## src/rtl/register_file_reader.sv

```systemverilog
// Read-side sequencer: walks r_addr over a window of a register_file and streams
// each word on valid/ready. Optional checksum port: REGISTER_FILE_READER_CHECKSUM_EN.
module register_file_reader #(
    parameter int WIDTH = 8,
    parameter int ADDR  = 2
) (
    input  logic              clk,
    input  logic              rst_n,
    input  logic              start,
    input  logic [ADDR-1:0]   base_addr,
    input  logic [ADDR:0]     count,
    output logic [ADDR-1:0]   r_addr,
    input  logic [WIDTH-1:0]  r_data,
    output logic [WIDTH-1:0]  out_data,
    output logic              out_valid,
    input  logic              out_ready,
    output logic              busy,
    output logic              done
`ifdef REGISTER_FILE_READER_CHECKSUM_EN
    ,
    output logic [WIDTH-1:0]  checksum
`endif
);

    // state  | meaning
    // IDLE   | waiting for start
    // FETCH  | r_addr stable, r_data captured at the edge
    // SEND   | out_valid high, waiting for handshake
    // DONE   | one-cycle done pulse
    typedef enum logic [1:0] {
        S_IDLE,
        S_FETCH,
        S_SEND,
        S_DONE
    } state_t;

    localparam logic [ADDR:0]   ONE_R = 1;
    localparam logic [ADDR-1:0] ONE_A = 1;

    state_t            state_q, state_d;
    logic [ADDR-1:0]   r_addr_q, r_addr_d;
    logic [ADDR:0]     remaining_q, remaining_d;
    logic [WIDTH-1:0]  out_data_q, out_data_d;
    logic              out_valid_q, out_valid_d;
    logic              busy_q, busy_d;
    logic              done_q, done_d;
`ifdef REGISTER_FILE_READER_CHECKSUM_EN
    logic [WIDTH-1:0]  checksum_q, checksum_d;
`endif

    always_comb begin
        state_d     = state_q;
        r_addr_d    = r_addr_q;
        remaining_d = remaining_q;
        out_data_d  = out_data_q;
        out_valid_d = out_valid_q;
        busy_d      = busy_q;
        done_d      = 1'b0;
`ifdef REGISTER_FILE_READER_CHECKSUM_EN
        checksum_d  = checksum_q;
`endif
        case (state_q)
            S_IDLE: begin
                if (start) begin
`ifdef REGISTER_FILE_READER_CHECKSUM_EN
                    checksum_d = '0;
`endif
                    if (count != '0) begin
                        r_addr_d    = base_addr;
                        remaining_d = count;
                        busy_d      = 1'b1;
                        state_d     = S_FETCH;
                    end else begin
                        done_d  = 1'b1;
                        state_d = S_DONE;
                    end
                end
            end
            S_FETCH: begin
                out_data_d  = r_data;
                out_valid_d = 1'b1;
                state_d     = S_SEND;
            end
            S_SEND: begin
                if (out_ready) begin
                    remaining_d = remaining_q - ONE_R;
                    out_valid_d = 1'b0;
`ifdef REGISTER_FILE_READER_CHECKSUM_EN
                    checksum_d  = checksum_q + out_data_q;
`endif
                    if (remaining_q == ONE_R) begin
                        busy_d  = 1'b0;
                        done_d  = 1'b1;
                        state_d = S_DONE;
                    end else begin
                        // address wraps naturally at 2**ADDR
                        r_addr_d = r_addr_q + ONE_A;
                        state_d  = S_FETCH;
                    end
                end
            end
            S_DONE: begin
                state_d = S_IDLE;
            end
            default: begin
                state_d = S_IDLE;
            end
        endcase
    end

    always_ff @(posedge clk or negedge rst_n) begin
        if (!rst_n) begin
            state_q     <= S_IDLE;
            r_addr_q    <= '0;
            remaining_q <= '0;
            out_data_q  <= '0;
            out_valid_q <= 1'b0;
            busy_q      <= 1'b0;
            done_q      <= 1'b0;
`ifdef REGISTER_FILE_READER_CHECKSUM_EN
            checksum_q  <= '0;
`endif
        end else begin
            state_q     <= state_d;
            r_addr_q    <= r_addr_d;
            remaining_q <= remaining_d;
            out_data_q  <= out_data_d;
            out_valid_q <= out_valid_d;
            busy_q      <= busy_d;
            done_q      <= done_d;
`ifdef REGISTER_FILE_READER_CHECKSUM_EN
            checksum_q  <= checksum_d;
`endif
        end
    end

    assign r_addr    = r_addr_q;
    assign out_data  = out_data_q;
    assign out_valid = out_valid_q;
    assign busy      = busy_q;
    assign done      = done_q;
`ifdef REGISTER_FILE_READER_CHECKSUM_EN
    assign checksum  = checksum_q;
`endif

endmodule
```

## config.mk

```make
export PLATFORM = sky130hd
export DESIGN_NAME = register_file_reader
export DESIGN_NICKNAME = d
export VERILOG_FILES = /design/src/rtl/register_file_reader.sv
export SDC_FILE = /design/constraint.sdc
export NUM_CORES = 1
export LEC_CHECK = 0
export BUFFER_PORTS_ARGS = -buffer_cell sky130_fd_sc_hd__buf_2
export CAP_MARGIN = 0
export CORE_ASPECT_RATIO = 1.25
export CORE_MARGIN = 3
export CORE_UTILIZATION = 35
export DETAILED_ROUTE_END_ITERATION = 8
export SYNTH_ARGS = -nofsm -noshare
export SYNTH_HDL_FRONTEND = slang
export SYNTH_SLANG_ARGS = --single-unit
export TNS_END_PERCENT = 5
```

## constraint.sdc

```tcl
create_clock -name clk -period 1.9 [get_ports clk]
set_clock_uncertainty 0.05 [all_clocks]
set_input_delay 0 -clock clk [delete_from_list [all_inputs] [get_ports clk]]
set_output_delay 0 -clock clk [all_outputs]
set_load 0.03 [all_outputs]
```

# After elaboration in Yosys (flattened, before gate mapping)
# Cells that the tools add are included.
# word_totals
output_inout_bits,13
wordCells,53
inputBits,17
register_bits,18
# classes
addsub,2
muxes,26
n_reduce_logical,9
n_eq_ne,9
# op_table
cell,count
$mux W2,8
$ne A2 B2 Y1 const B,5
$reduce_and A5 Y1,2
$mux W1,9
$mux W3,3
$pmux W2 S4,1
$pmux W1 S2,3
$pmux W3 S2,1
$eq A2 B2 Y1 const B,2
$pmux W2 S2,1
$reduce_and A2 Y1,2
$reduce_and A4 Y1,1
$reduce_bool A2 Y1,2
$eq A3 B1 Y1 const B,1
$reduce_bool A3 Y1,1
$sub A3 B1 Y3 const B,1
$add A2 B1 Y2 const B,1
$eq A2 B1 Y1 const B,1
$logic_not A2 Y1,1

# Longest topological paths before layout
# depth
word_depth,4
ltp_mapped,6
depth_no_buf,6

# Least setup slack after synthesis
# No wires, ideal clock.
# synth_timing
path_kind,reg-to-reg
start,register remaining_q[1]
end,register r_addr_q[1] (netlist: r_addr[1])
stages_incl_launch_ff,7
arrival_time_ns,1.312
slack_ns,0.410
setup_ns,0.128
path_buffers,0
synth_period_minus_slack_ns,1.490
t_required_ns,1.722
path_cell_list,dfrtp_1 > inv_1 > ha_1 > nor2b_1 > inv_1 > o221ai_2 > mux2_1
# synth_between
elab_chain_cells,3
# synth_lines
item,line,source
start: declaration,42,"logic [ADDR:0] remaining_q, remaining_d;"
start signal: assignment,126,remaining_q <= remaining_d;
$eq A3 B1 Y1,91,if (remaining_q == ONE_R) begin
$ne A2 B2 Y1 (no line),--,
$reduce_and A5 Y1 (no line),--,
end signal: assignment,125,r_addr_q <= r_addr_d;
end: declaration,41,"logic [ADDR-1:0] r_addr_q, r_addr_d;"
# Every way passes these cells.
# A chain may end at the register's enable or synchronous reset.

# Worst setup path after layout
# Same ends and word-level chain as after synthesis.

==> flow_metrics.tcl <==
set metrics [dict create \
    die_h_um 62.33 \
    multi_input_area_um2 396.6 \
    placed_area_um2 1072 \
    finalCritPeriodShare_pct 85.18 \
    slew-limit-headroom_pct 68.76 \
    critical_path_class "reg -> reg" \
    drtIter0Drc 6 \
    rsz0062_at_grt "false" \
    dp_hpwl_mm 1.389 \
    synth.largest_area_cell "dfrtp_1" \
    nFillCells 216 \
    ant_nets 0 \
    root_buffer "clkbuf_4" \
    slew_violations 0 \
    path_clk_slew_ns 0.10 \
    finalHoldViolations 0 \
    gp_congestion 0.7823 \
    ys_seq_elements 18 \
    clockBufferDepth 2 \
    diodes 0 \
    cap_violations 0 \
    r2r_cells 6 \
    grt_usage_pct 12.63 \
    cts_tree "yes" \
    path_max_fanout 4 \
    crit_start "remaining_q[1]$_DFFE_PN0P_" \
    avgSynthCellArea_um2 11.24 \
    grt_pass1_wl_mm 3.194 \
    final_common_cell "buf_2" \
    yosys_warnings 0 \
    r2r-start "remaining_q[1]$_DFFE_PN0P_" \
    drc_errors 0 \
    cp_cell_sequence "inv_1, ha_1, nor2b_1, inv_1, o221ai_2, mux2_1" \
    htree_levels 1 \
    endpoint_kind "register" \
    synth_area_um2 888.4 \
    insertion_delay_ns 0.28 \
    worstHoldStart "count[0]" \
    peakVddDrop_mv 0.7548 \
    wl_mm 1.858 \
    overflow 0 \
    design_area_um2 1249 \
    num_io_pins 30 \
    stdcell_count 156 \
    whs_path_depth 3 \
    syn_inst 79 \
    crit_required_ns 2.03 \
    worstPathArrival_ns 1.75 \
    dieArea_um2 3182 \
    final_cell_mix "29 x buf_2, 18 x dfrtp_1, 14 x dlygate4sd3_1" \
    synth_seq_area_share_pct 50.70 \
    period_minus_slack_ns 1.618 \
    synth_area_leaders "dfrtp_1 51%, mux2_2 11%, a21oi_1 3.4%" \
    cp_slowest_stage_delay_ns 0.38 \
    r2r_end "r_addr[1]$_DFFE_PN0P_" \
    wl_per_cell_um 11.91 \
    grt_pass1_vias 752 \
    nets 145 \
    drive_gt1_share_pct 38.40 \
    crit_family "flip-flops" \
    first_pass_iters 3 \
    finalSetupViolations 0 \
    fp.dieW_um 51.06 \
    synthToLayoutAreaGrowth_pct 40.56 \
    reg2reg_slack_ns 0.28 \
    clock_sink_count 18 \
    rows 19 \
    antenna_found_initial 0 \
    min_to "remaining_q[0]$_DFFE_PN0P_" \
    cp-start-kind "register" \
    cts_resized 0 \
    cp_slowest_cell "dfrtp_1" \
    leakage_uw 0.0005776 \
    start_util_pct 38.52 \
    placed_cells 138 \
    status "completed" \
    coreArea_um2 2306 \
    syn-num-nets 98 \
    synth_top_area_share_pct 50.70 \
    viasPerCell 4.750 \
    vias 741 \
    p_per_area_nw_per_um2 1614 \
    cts_made_buffers 3 \
    hold_path_class "in -> reg" \
    path_buf_inv 2 \
    path_common_cell "inv_1" \
    setup_tns_ns 0 \
    ys_types 28 \
    port_buffers 29 \
    fmax_ghz 0.6179 \
    grt_max_degree 19 \
    regArea_um2 450.4 \
    tightestPinTransition_ns 0.4687 \
]
-- per-layer routing --
metal | track usage [%] | up-vias | part of all wire (%)
met1 | 14.98 | 336 | 46
met5 | 0 | - | 0
met3 | 1.914 | 4 | 5.1
met4 | 5.051 | 0 | 1.1
met2 | 22.10 | 26 | 48
li1 | - | 375 | -
-- tightest hold or removal path: stages --
cell	delay, ns
buf_2	0.12
o21bai_1	0.14
a31oi_1	0.08
-- area by class of cell --
cell class / count / share of cell area, %
flip-flops and latches: 18 / 36.07
clock buffers: 4 / 2.906
repair buffers: 46 / 24.65
multi-input cells: 52 / 31.76
inverters: 5 / 1.503
well taps: 31 / 3.106
-- through the flow --
stage	setup slack [ns]	hold WS (ns)	power [uW]	util (%)
after floorplan	0.4103	-0.3456	1498	-
after global placement	0.3434	-0.09908	1754	46.50
after detailed placement	0.2797	-0.1007	1780	46.50
after CTS	0.2685	0.03191	2037	54.15
after global routing	0.1761	0.09047	2167	54.15
final	0.2816	0.04248	2015	54.15
-- cell usage after synthesis --
library cell,instances
o221ai_2,1
a21oi_4,1
buf_2,3
nand2_1,1
nand2b_1,3
buf_4,1
nor3_1,3
nor2_1,3
nand3_1,1
nor3b_1,2
nand2_2,1
or3_1,1
mux2i_1,1
nor2b_1,4
inv_1,5
dfrtp_1,18
a21oi_1,6
o2bb2ai_1,1
o21ai_0,4
a31oi_1,2
o22ai_1,1
o211ai_1,1
ha_1,2
mux2_2,9
o32a_1,1
mux2_1,1
o21bai_1,1
xnor2_1,1
-- repair_timing --
item / 4_1_cts / 5_1_grt
buffers inserted: 0 / 0
hold endpoints to repair: 32 / 0
hold buffers: 14 / 0
-- how the worst max path moves through the flow --
stage	cells past startpoint	endpoint
2_1_floorplan	6	r_addr[1]$_DFFE_PN0P_
3_3_place_gp	6	r_addr[1]$_DFFE_PN0P_
3_5_place_dp	6	r_addr[1]$_DFFE_PN0P_
4_1_cts	6	r_addr[1]$_DFFE_PN0P_
5_1_grt	6	r_addr[1]$_DFFE_PN0P_
6_report	6	r_addr[1]$_DFFE_PN0P_
-- state kept, by name (all words and copies together), names as in the netlist --
signal       flops
busy             1
done             1
out_data         8
out_valid        1
r_addr           2
remaining_q      3
state_q          2
-- report_power, final --
group          leakage, uW  internal [uW]  total [uW]  switching, uW
Sequential        0.000213            572         690            117
Combinational     0.000343            450        1090            645
Clock            0.0000210            117         231            114
-- kinds of logic after synthesis --
kind of cell | after synthesis | synth area share [%]
muxes | 11 | 13.80
DFF | 18 | 50.70
AOI/OAI and AO/OA | 19 | 15.07
and+or+nand+nor | 19 | 11.97
xor gates and xnor gates | 1 | 0.9861
buffers and inverters | 9 | 4.648
adders and majority gates | 2 | 2.816
(Power assumes the default switching activity.)
